`src/rtl/div_pkg.sv`:
```
// Shared definitions for the radix-2 restoring divider: default width,
// FSM state encoding and iteration-counter width.
package div_pkg;

    localparam int DEF_WIDTH = 32;
    localparam int CNT_W     = $clog2(DEF_WIDTH);

    typedef enum logic [1:0] {
        S_IDLE = 2'd0,
        S_RUN  = 2'd1,
        S_DONE = 2'd2
    } state_t;

endpackage

```
`src/rtl/div_step.sv`:
```
// One restoring-division step: shift the next dividend bit into the partial
// remainder, then subtract the divisor when it fits.
module div_step #(
    parameter int WIDTH = 32
) (
    input  logic [WIDTH:0]   i_rem,
    input  logic             i_q_msb,
    input  logic [WIDTH-1:0] i_divisor,
    output logic [WIDTH:0]   o_rem,
    output logic             o_q_bit
);

    logic [WIDTH:0] w_shift;
    logic [WIDTH:0] w_divisor_ext;

    // The incoming remainder is always below the divisor, so its MSB is zero
    // and the shifted value still fits in WIDTH+1 bits.
    assign w_shift       = {i_rem[WIDTH-1:0], i_q_msb};
    assign w_divisor_ext = {1'b0, i_divisor};
    assign o_q_bit       = (w_shift >= w_divisor_ext);
    assign o_rem         = o_q_bit ? (w_shift - w_divisor_ext) : w_shift;

endmodule

```
`src/rtl/sequential_divider.sv`:
```
// Iterative unsigned divider: 2*WIDTH-bit dividend by WIDTH-bit divisor,
// one quotient bit per clock, with divide-by-zero and overflow short-cuts.
//
// state  | meaning
// IDLE   | waiting for start; results and flags held
// RUN    | one shift/subtract step per edge, WIDTH steps in total
// DONE   | single-cycle done pulse, then back to IDLE
module sequential_divider
    import div_pkg::*;
#(
    parameter int WIDTH = DEF_WIDTH
) (
    input  logic               i_clk,
    input  logic               i_reset,
    input  logic               i_start,
    input  logic [2*WIDTH-1:0] i_dividend,
    input  logic [WIDTH-1:0]   i_divisor,
    output logic               o_busy,
    output logic               o_done,
    output logic [WIDTH-1:0]   o_quotient,
    output logic [WIDTH-1:0]   o_remainder,
    output logic               o_div_by_zero,
    output logic               o_overflow
);

    localparam int CW = $clog2(WIDTH);

    state_t           r_state;
    state_t           w_next;
    logic [WIDTH:0]   r_rem;
    logic [WIDTH-1:0] r_q;
    logic [WIDTH-1:0] r_divisor;
    logic [CW-1:0]    r_cnt;
    logic [WIDTH-1:0] r_quotient;
    logic [WIDTH-1:0] r_remainder;
    logic             r_dbz;
    logic             r_ovf;

    logic [WIDTH:0]   w_rem_nxt;
    logic             w_q_bit;
    logic [WIDTH-1:0] w_q_nxt;
    logic             w_last;
    logic             w_dbz;
    logic             w_ovf;

    div_step #(.WIDTH(WIDTH)) u_step (
        .i_rem     (r_rem),
        .i_q_msb   (r_q[WIDTH-1]),
        .i_divisor (r_divisor),
        .o_rem     (w_rem_nxt),
        .o_q_bit   (w_q_bit)
    );

    assign w_q_nxt = {r_q[WIDTH-2:0], w_q_bit};
    assign w_last  = (r_cnt == CW'(WIDTH - 1));
    assign w_dbz   = (i_divisor == '0);
    assign w_ovf   = (i_dividend[2*WIDTH-1:WIDTH] >= i_divisor);

    always_ff @(posedge i_clk) begin
        if (i_reset) r_state <= S_IDLE;
        else         r_state <= w_next;
    end

    always_comb begin
        w_next = r_state;
        case (r_state)
            S_IDLE: if (i_start) w_next = (w_dbz || w_ovf) ? S_DONE : S_RUN;
            S_RUN:  if (w_last)  w_next = S_DONE;
            S_DONE: w_next = S_IDLE;
            default: w_next = S_IDLE;
        endcase
    end

    always_ff @(posedge i_clk) begin
        if (i_reset) begin
            r_rem       <= '0;
            r_q         <= '0;
            r_divisor   <= '0;
            r_cnt       <= '0;
            r_quotient  <= '0;
            r_remainder <= '0;
            r_dbz       <= 1'b0;
            r_ovf       <= 1'b0;
        end else begin
            case (r_state)
                S_IDLE: begin
                    if (i_start) begin
                        r_divisor <= i_divisor;
                        r_cnt     <= '0;
                        r_dbz     <= 1'b0;
                        r_ovf     <= 1'b0;
                        if (w_dbz) begin
                            r_dbz       <= 1'b1;
                            r_quotient  <= '1;
                            r_remainder <= i_dividend[WIDTH-1:0];
                        end else if (w_ovf) begin
                            r_ovf       <= 1'b1;
                            r_quotient  <= '1;
                            r_remainder <= '0;
                        end else begin
                            r_rem <= {1'b0, i_dividend[2*WIDTH-1:WIDTH]};
                            r_q   <= i_dividend[WIDTH-1:0];
                        end
                    end
                end
                S_RUN: begin
                    r_rem <= w_rem_nxt;
                    r_q   <= w_q_nxt;
                    r_cnt <= r_cnt + CW'(1);
                    if (w_last) begin
                        r_quotient  <= w_q_nxt;
                        r_remainder <= w_rem_nxt[WIDTH-1:0];
                    end
                end
                default: ;
            endcase
        end
    end

    assign o_busy        = (r_state == S_RUN);
    assign o_done        = (r_state == S_DONE);
    assign o_quotient    = r_quotient;
    assign o_remainder   = r_remainder;
    assign o_div_by_zero = r_dbz;
    assign o_overflow    = r_ovf;

endmodule
```
`config.mk`:
```
export PLATFORM = sky130hd
export DESIGN_NAME = sequential_divider
export DESIGN_NICKNAME = d
export VERILOG_FILES = /design/src/rtl/div_pkg.sv /design/src/rtl/div_step.sv /design/src/rtl/sequential_divider.sv
export SDC_FILE = /design/constraint.sdc
export NUM_CORES = 1
export LEC_CHECK = 0
export CORE_ASPECT_RATIO = 1.75
export CORE_UTILIZATION = 65
export CTS_CLUSTER_DIAMETER = 40
export CTS_CLUSTER_SIZE = 24
export DETAILED_ROUTE_END_ITERATION = 12
export DONT_BUFFER_PORTS = 1
export PLACE_DENSITY = 0.83
export SLEW_MARGIN = 20
export SYNTH_ARGS = -nofsm -noshare
export SYNTH_HDL_FRONTEND = slang
export SYNTH_SLANG_ARGS = --single-unit
```
`constraint.sdc`:
```
create_clock -name i_clk -period 4 [get_ports i_clk]
set_input_delay 0.8 -clock i_clk [delete_from_list [all_inputs] [get_ports i_clk]]
set_output_delay 0.8 -clock i_clk [all_outputs]
set_load 0.05 [all_outputs]
```
==> metrics.csv, run 1 <==
metric,value,unit
drt_wl_total,30300,um
cts_resized,0,
die_h,167,um
grt_start_max_net_pins,159,
cts_sinks,169,
holdCritStartpoint,i_reset,
synth_top_cell_by_area,dfxtp_1,
cts_made_buffers,17,
synth_cell_types,75,
routed_via_density,6.76,
area_growth,6.21,%
synthTopCellsByArea,"dfxtp_1, a211oi_1, ha_1",
period_needed,3.79,ns
synthArstFlopShare,0,
pwr_density_cell,560,nW/um^2
fmaxAchievable,264,MHz
hold_viol,0,
hold_depth,1,
vias,9677,
setup_slack,0.209,ns
fin_nets,1398,
holdBufCountCts,0,
tritoncts,done,
setup_viol,0,
diodes,0,
path_clk_slew,0.08,ns
criticalPathCategory,in -> reg,
core,15300,um^2
r2r_start,r_rem[13],
portBuffers,0,
synth_edf_count,0,
crit_arrival,4.12,ns
rrSetupSlack,0.51,ns
avgRoutedWirePerCell,21.2,um
grtUsageTotal,0.375,
cts_root_buf,clkbuf_16,
finalCritPeriodShare,0.948,
syn_area_per_cell,7.91,um^2
vdd_drop_max,0.000283,V
reg2reg_depth,10,
maxSlewViolCount,0,
grt_pass1_wl,47000,um
ios,167,
busiest_layer,met2,
clockBufferDepth,2,
ys_ff_latch,169,
r2r_end,o_remainder[23],
crit_required,4.33,ns
fill_cells,1248,
ant_nets,0,
rsz0062_at_grt,false,
synth_nets,1451,
drc,0,
die_area,16200,um^2
drt-pass1-iter-count,5,
grt_pass1_vias,9272,
worstHoldPathType,in -> reg,
dp_slack,-0.0592,ns
post-dp-hpwl,22100,um
overflow,0,
clk-insertion-delay-late,0.43,ns
post_cts_buffers,0,
die_w,96.5,um
outcome,finished clean,
leakage,4.49,nW
met1_usage,0.433,
yosysSeqAreaShare,0.333,
finClkSkew,0.0117,ns
grtUsageMet3,0.0708,
grt_util_met2,0.622,
cts-htree-levels,4,
cp_max_fo,22,
synth_top_area_share,0.333,
cp-start-kind,input pin,
placed_cell_area,10200,um^2
tightestPinTransition,1.08,ns
maxSlewHeadroom,0.275,
synth-main-ff-cell,dfxtp_1,
finish.utilization,0.705,
rows,60,
gp_congestion,0.970,
holdPathEnd,o_quotient[21],
drtIter0Drc,921,
finalInstanceArea,10800,um^2
initial_core_util,0.664,
antenna_found_initial,0,
max_cap_viol_count,0,
syn-instance-count,1285,
synth-warning-count,0,
endpoint_kind,flip-flop,
drive_gt1_frac,0.0651,
syn_area,10200,um^2
[per-layer routing]
metal	part of all wire	vias to the layer above
met5	0	-
met4	0.066	0
met3	0.082	101
met2	0.48	472
met1	0.37	4536
li1	-	4568
[Yosys cell counts, types with 3 or more instances]
master,number
nand3_1,13
nand2b_1,6
a211oi_1,121
a211o_1,8
a21oi_1,123
a21o_1,19
nand2_1,126
clkbuf_1,62
and3_1,8
a311oi_1,8
buf_1,9
o21a_1,7
dfxtp_1,169
ha_1,66
nor3_1,22
or3_1,6
buf_4,5
nor2b_1,6
xnor2_1,14
a31oi_1,15
o31ai_1,6
o211ai_1,8
o21ai_1,3
mux2_2,9
buf_2,12
inv_1,73
and2_1,9
a221oi_1,6
mux2i_1,43
nand4_1,21
o21ai_0,52
nor4_1,12
xor2_1,3
o21bai_1,5
nor2_1,157
[cell type report]
type | count | area (um^2) | share of cell area
clock buffers | 18 | 429 | 0.0397
inverters | 74 | 278 | 0.0257
multi-input cells | 952 | 6140 | 0.569
flip-flops and latches | 169 | 3380 | 0.313
clock inverters | 14 | 148 | 0.0137
well taps | 186 | 233 | 0.0216
repair buffers | 18 | 185 | 0.0171
[layout by cell type, fill, tap and decap left out, types with 6 or more instances in the layout]
cell type,Yosys,final
nand3_1,13,13
a31oi_1,15,15
a21o_1,19,18
nor3_1,22,21
mux2_2,9,9
o21a_1,7,7
nand4_1,21,21
nor2_1,157,156
mux2i_1,43,43
buf_4,5,14
dfxtp_1,169,169
clkbuf_16,0,17
o21ai_0,52,52
a221oi_1,6,6
a311oi_1,8,8
nand2_1,126,126
a21oi_1,123,123
nor4_1,12,12
or3_1,6,6
inv_1,73,73
xnor2_1,14,14
nor2b_1,6,6
and2_1,9,9
ha_1,66,66
and3_1,8,8
a211o_1,8,8
o31ai_1,6,6
a211oi_1,121,121
o211ai_1,8,8
[how the worst max path moves through the flow]
stage,slack [ns],start,cells past startpoint,to
6_report,0.21,i_divisor[0],7,r_rem[9]
5_1_grt,0.24,i_divisor[0],7,r_rem[3]
3_5_place_dp,-0.06,i_divisor[0],7,r_rem[2]
2_1_floorplan,0.85,i_divisor[13],12,r_q[10]
4_1_cts,0.40,i_divisor[0],7,r_rem[2]
3_3_place_gp,0.002,i_divisor[0],7,r_rem[2]
[cell families (layout without fill, tap and decap cells)]
kind of cell,count (synthesis),in the layout,synth area share
XOR/XNOR,17,17,0.0146
flip-flops,169,169,0.333
adder cells (fa/ha/maj),67,67,0.0832
multiplexers,52,52,0.0523
buffers and inverters,164,124,0.0653
AND/OR/NAND/NOR,398,398,0.173
AO/OA/AOI/OAI,418,418,0.279
[power by group]
part           internal (mW)  switching (mW)  leakage (nW)
sequential              1.87           0.361          1.39
clock                  0.835           0.809         0.277
combinational          0.815            1.36          2.82
total                   3.52            2.53          4.49
[stage by stage]
stage / hold WS, ns / power, mW / setup TNS, ns / cells
after floorplan: 0.436 / 3.88 / 0 / 1285
after global placement: 0.437 / 4.33 / 0 / 1399
after global routing: 0.431 / 6.32 / 0 / 1431
final: 0.437 / 6.04 / 0 / 1431
after CTS: 0.433 / 5.99 / 0 / 1431
after detailed placement: 0.441 / 4.38 / -0.152 / 1399
[flip-flops by register name (all words and copies together), names as in the netlist]
register / count
r_rem: 32
o_overflow: 1
r_q: 32
o_div_by_zero: 1
o_remainder: 32
r_state: 2
r_cnt: 5
o_quotient: 32
r_divisor: 32
[critical path, cell delays in order]
cell	delay, ns
nor4_1	0.90
nand4_1	0.58
nor2_1	0.41
a2111o_2	0.58
buf_4	0.37
o21ai_0	0.13
a211oi_1	0.33
(Power assumes the default switching activity.)
==> run 2: changes to the inputs <==
--- a/config.mk
+++ b/config.mk
@@ -11,7 +11,7 @@
 export CTS_CLUSTER_SIZE = 24
 export DETAILED_ROUTE_END_ITERATION = 12
 export DONT_BUFFER_PORTS = 1
-export PLACE_DENSITY = 0.83
+export PLACE_DENSITY = 0.81
 export SLEW_MARGIN = 20
 export SYNTH_ARGS = -nofsm -noshare
 export SYNTH_HDL_FRONTEND = slang
==> metrics.csv, run 2 (synthesis gave the netlist of run 1 again) <==
metric,value,unit
outcome,finished clean,
dp_slack,0.320,ns
cp_max_fo,11,
drt-pass1-iter-count,7,
post-dp-hpwl,21900,um
leakage,4.50,nW
drc,0,
clockBufferDepth,2,
die_h,167,um
pwr_density_cell,560,nW/um^2
grt_start_max_net_pins,159,
tightestPinTransition,0.966,ns
fin_nets,1403,
finClkSkew,0.0162,ns
setup_viol,0,
maxSlewViolCount,0,
clk-insertion-delay-late,0.44,ns
max_cap_viol_count,0,
multi_input_area,6140,um^2
rows,60,
fin_total_pwr,6.05,mW
layout_commonest_cell,dfxtp_1,
cp-start-kind,flip-flop,
tritoncts,done,
period_needed,3.60,ns
cts_resized,0,
core,15300,um^2
post_cts_buffers,0,
placed_cell_area,10200,um^2
final_cell_mix,"dfxtp_1, nor2_1, nand2_1, a21oi_1, a211oi_1",
antenna_found_initial,0,
die_area,16200,um^2
endpoint_kind,flip-flop,
diodes,0,
overflow,0,
criticalPathCategory,reg -> reg,
ios,167,
maxSlewHeadroom,0.351,
vias,9670,
rsz0062_at_grt,false,
ant_nets,0,
grt_pass1_vias,9146,
initial_core_util,0.664,
slowest_stage,o311ai_0,
die_w,96.5,um
portBuffers,0,
setup_slack,0.404,ns
cts-htree-levels,4,
drive_gt1_frac,0.0688,
fin_cells,1436,
crit_arrival,3.92,ns
vdd_drop_max,0.000309,V
drt_wl_total,29700,um
worstHoldPathType,in -> reg,
cts_made_buffers,17,
holdWs,0.432,ns
finalCritPeriodShare,0.899,
finish.utilization,0.705,
hold_viol,0,
holdBufCountCts,0,
gp_congestion,0.977,
area_growth,6.19,%
tns,0,ns
cts_sinks,169,
dp_cells,1404,
crit_chain,ha_1 -> and4_1 -> nand4_1 -> a211o_1 -> a211oi_1 -> nor2_1 -> o311ai_0 -> mux2i_1 -> a2111oi_1,
drtIter0Drc,833,
fmaxAchievable,278,MHz
finalInstanceArea,10800,um^2
grt_pass1_wl,46800,um
fill_cells,1296,
routed_via_density,6.73,
grtUsageTotal,0.374,
path_clk_slew,0.08,ns
regArea,3380,um^2
slowest_delay,0.60,ns
cts_root_buf,clkbuf_16,
avgRoutedWirePerCell,20.7,um
crit_required,4.33,ns
run 2: cell types whose count changed in the layout (fill, tap and decap cells not counted), sizes merged:
cell,previous run,this run
buf,18,23
clkinv,4,5
clkinvlp,2,1
run 2: worst paths after layout:
check	slack [ns]	start	cells past startpoint	to
worst max-delay path	0.40	r_rem[11]	9	o_remainder[23]
worst min register to register	0.45	r_divisor[24]	2	r_divisor[24]
worst max register to register	0.40	r_rem[11]	9	o_remainder[23]
worst min-delay path	0.43	i_reset	1	o_quotient[21]
run 2: per-layer routing:
layer / wire length, um / GRT usage / vias up / part of all wire
met3: 2420 / 0.0695 / 93 / 0.081
met4: 1530 / 0.192 / 0 / 0.051
met5: 0 / 0 / - / 0
met2: 14600 / 0.618 / 437 / 0.49
met1: 11200 / 0.452 / 4553 / 0.38
li1: - / - / 4587 / -
run 2: critical path, delay by kind of cell, from the launching register on:
kind / cells / cell delay, ns
DFF: 1 / 0.36
adders and majority gates: 1 / 0.53
muxes: 1 / 0.26
and+or+nand+nor: 3 / 0.52
AOI/OAI and AO/OA: 4 / 1.83
run 2: final cells by class:
type	instances	area share
Timing Repair Buffer	23	0.0172
Multi-Input combinational cell	952	0.568
Sequential cell	169	0.313
Tap cell	186	0.0216
Clock buffer	18	0.0397
Inverter	74	0.0257
Clock inverter	14	0.0140
run 2: power by group:
part,total [mW],switching (mW),internal [mW]
clock network,1.65,0.807,0.838
logic,2.17,1.37,0.808
registers,2.23,0.360,1.87
total,6.05,2.53,3.51
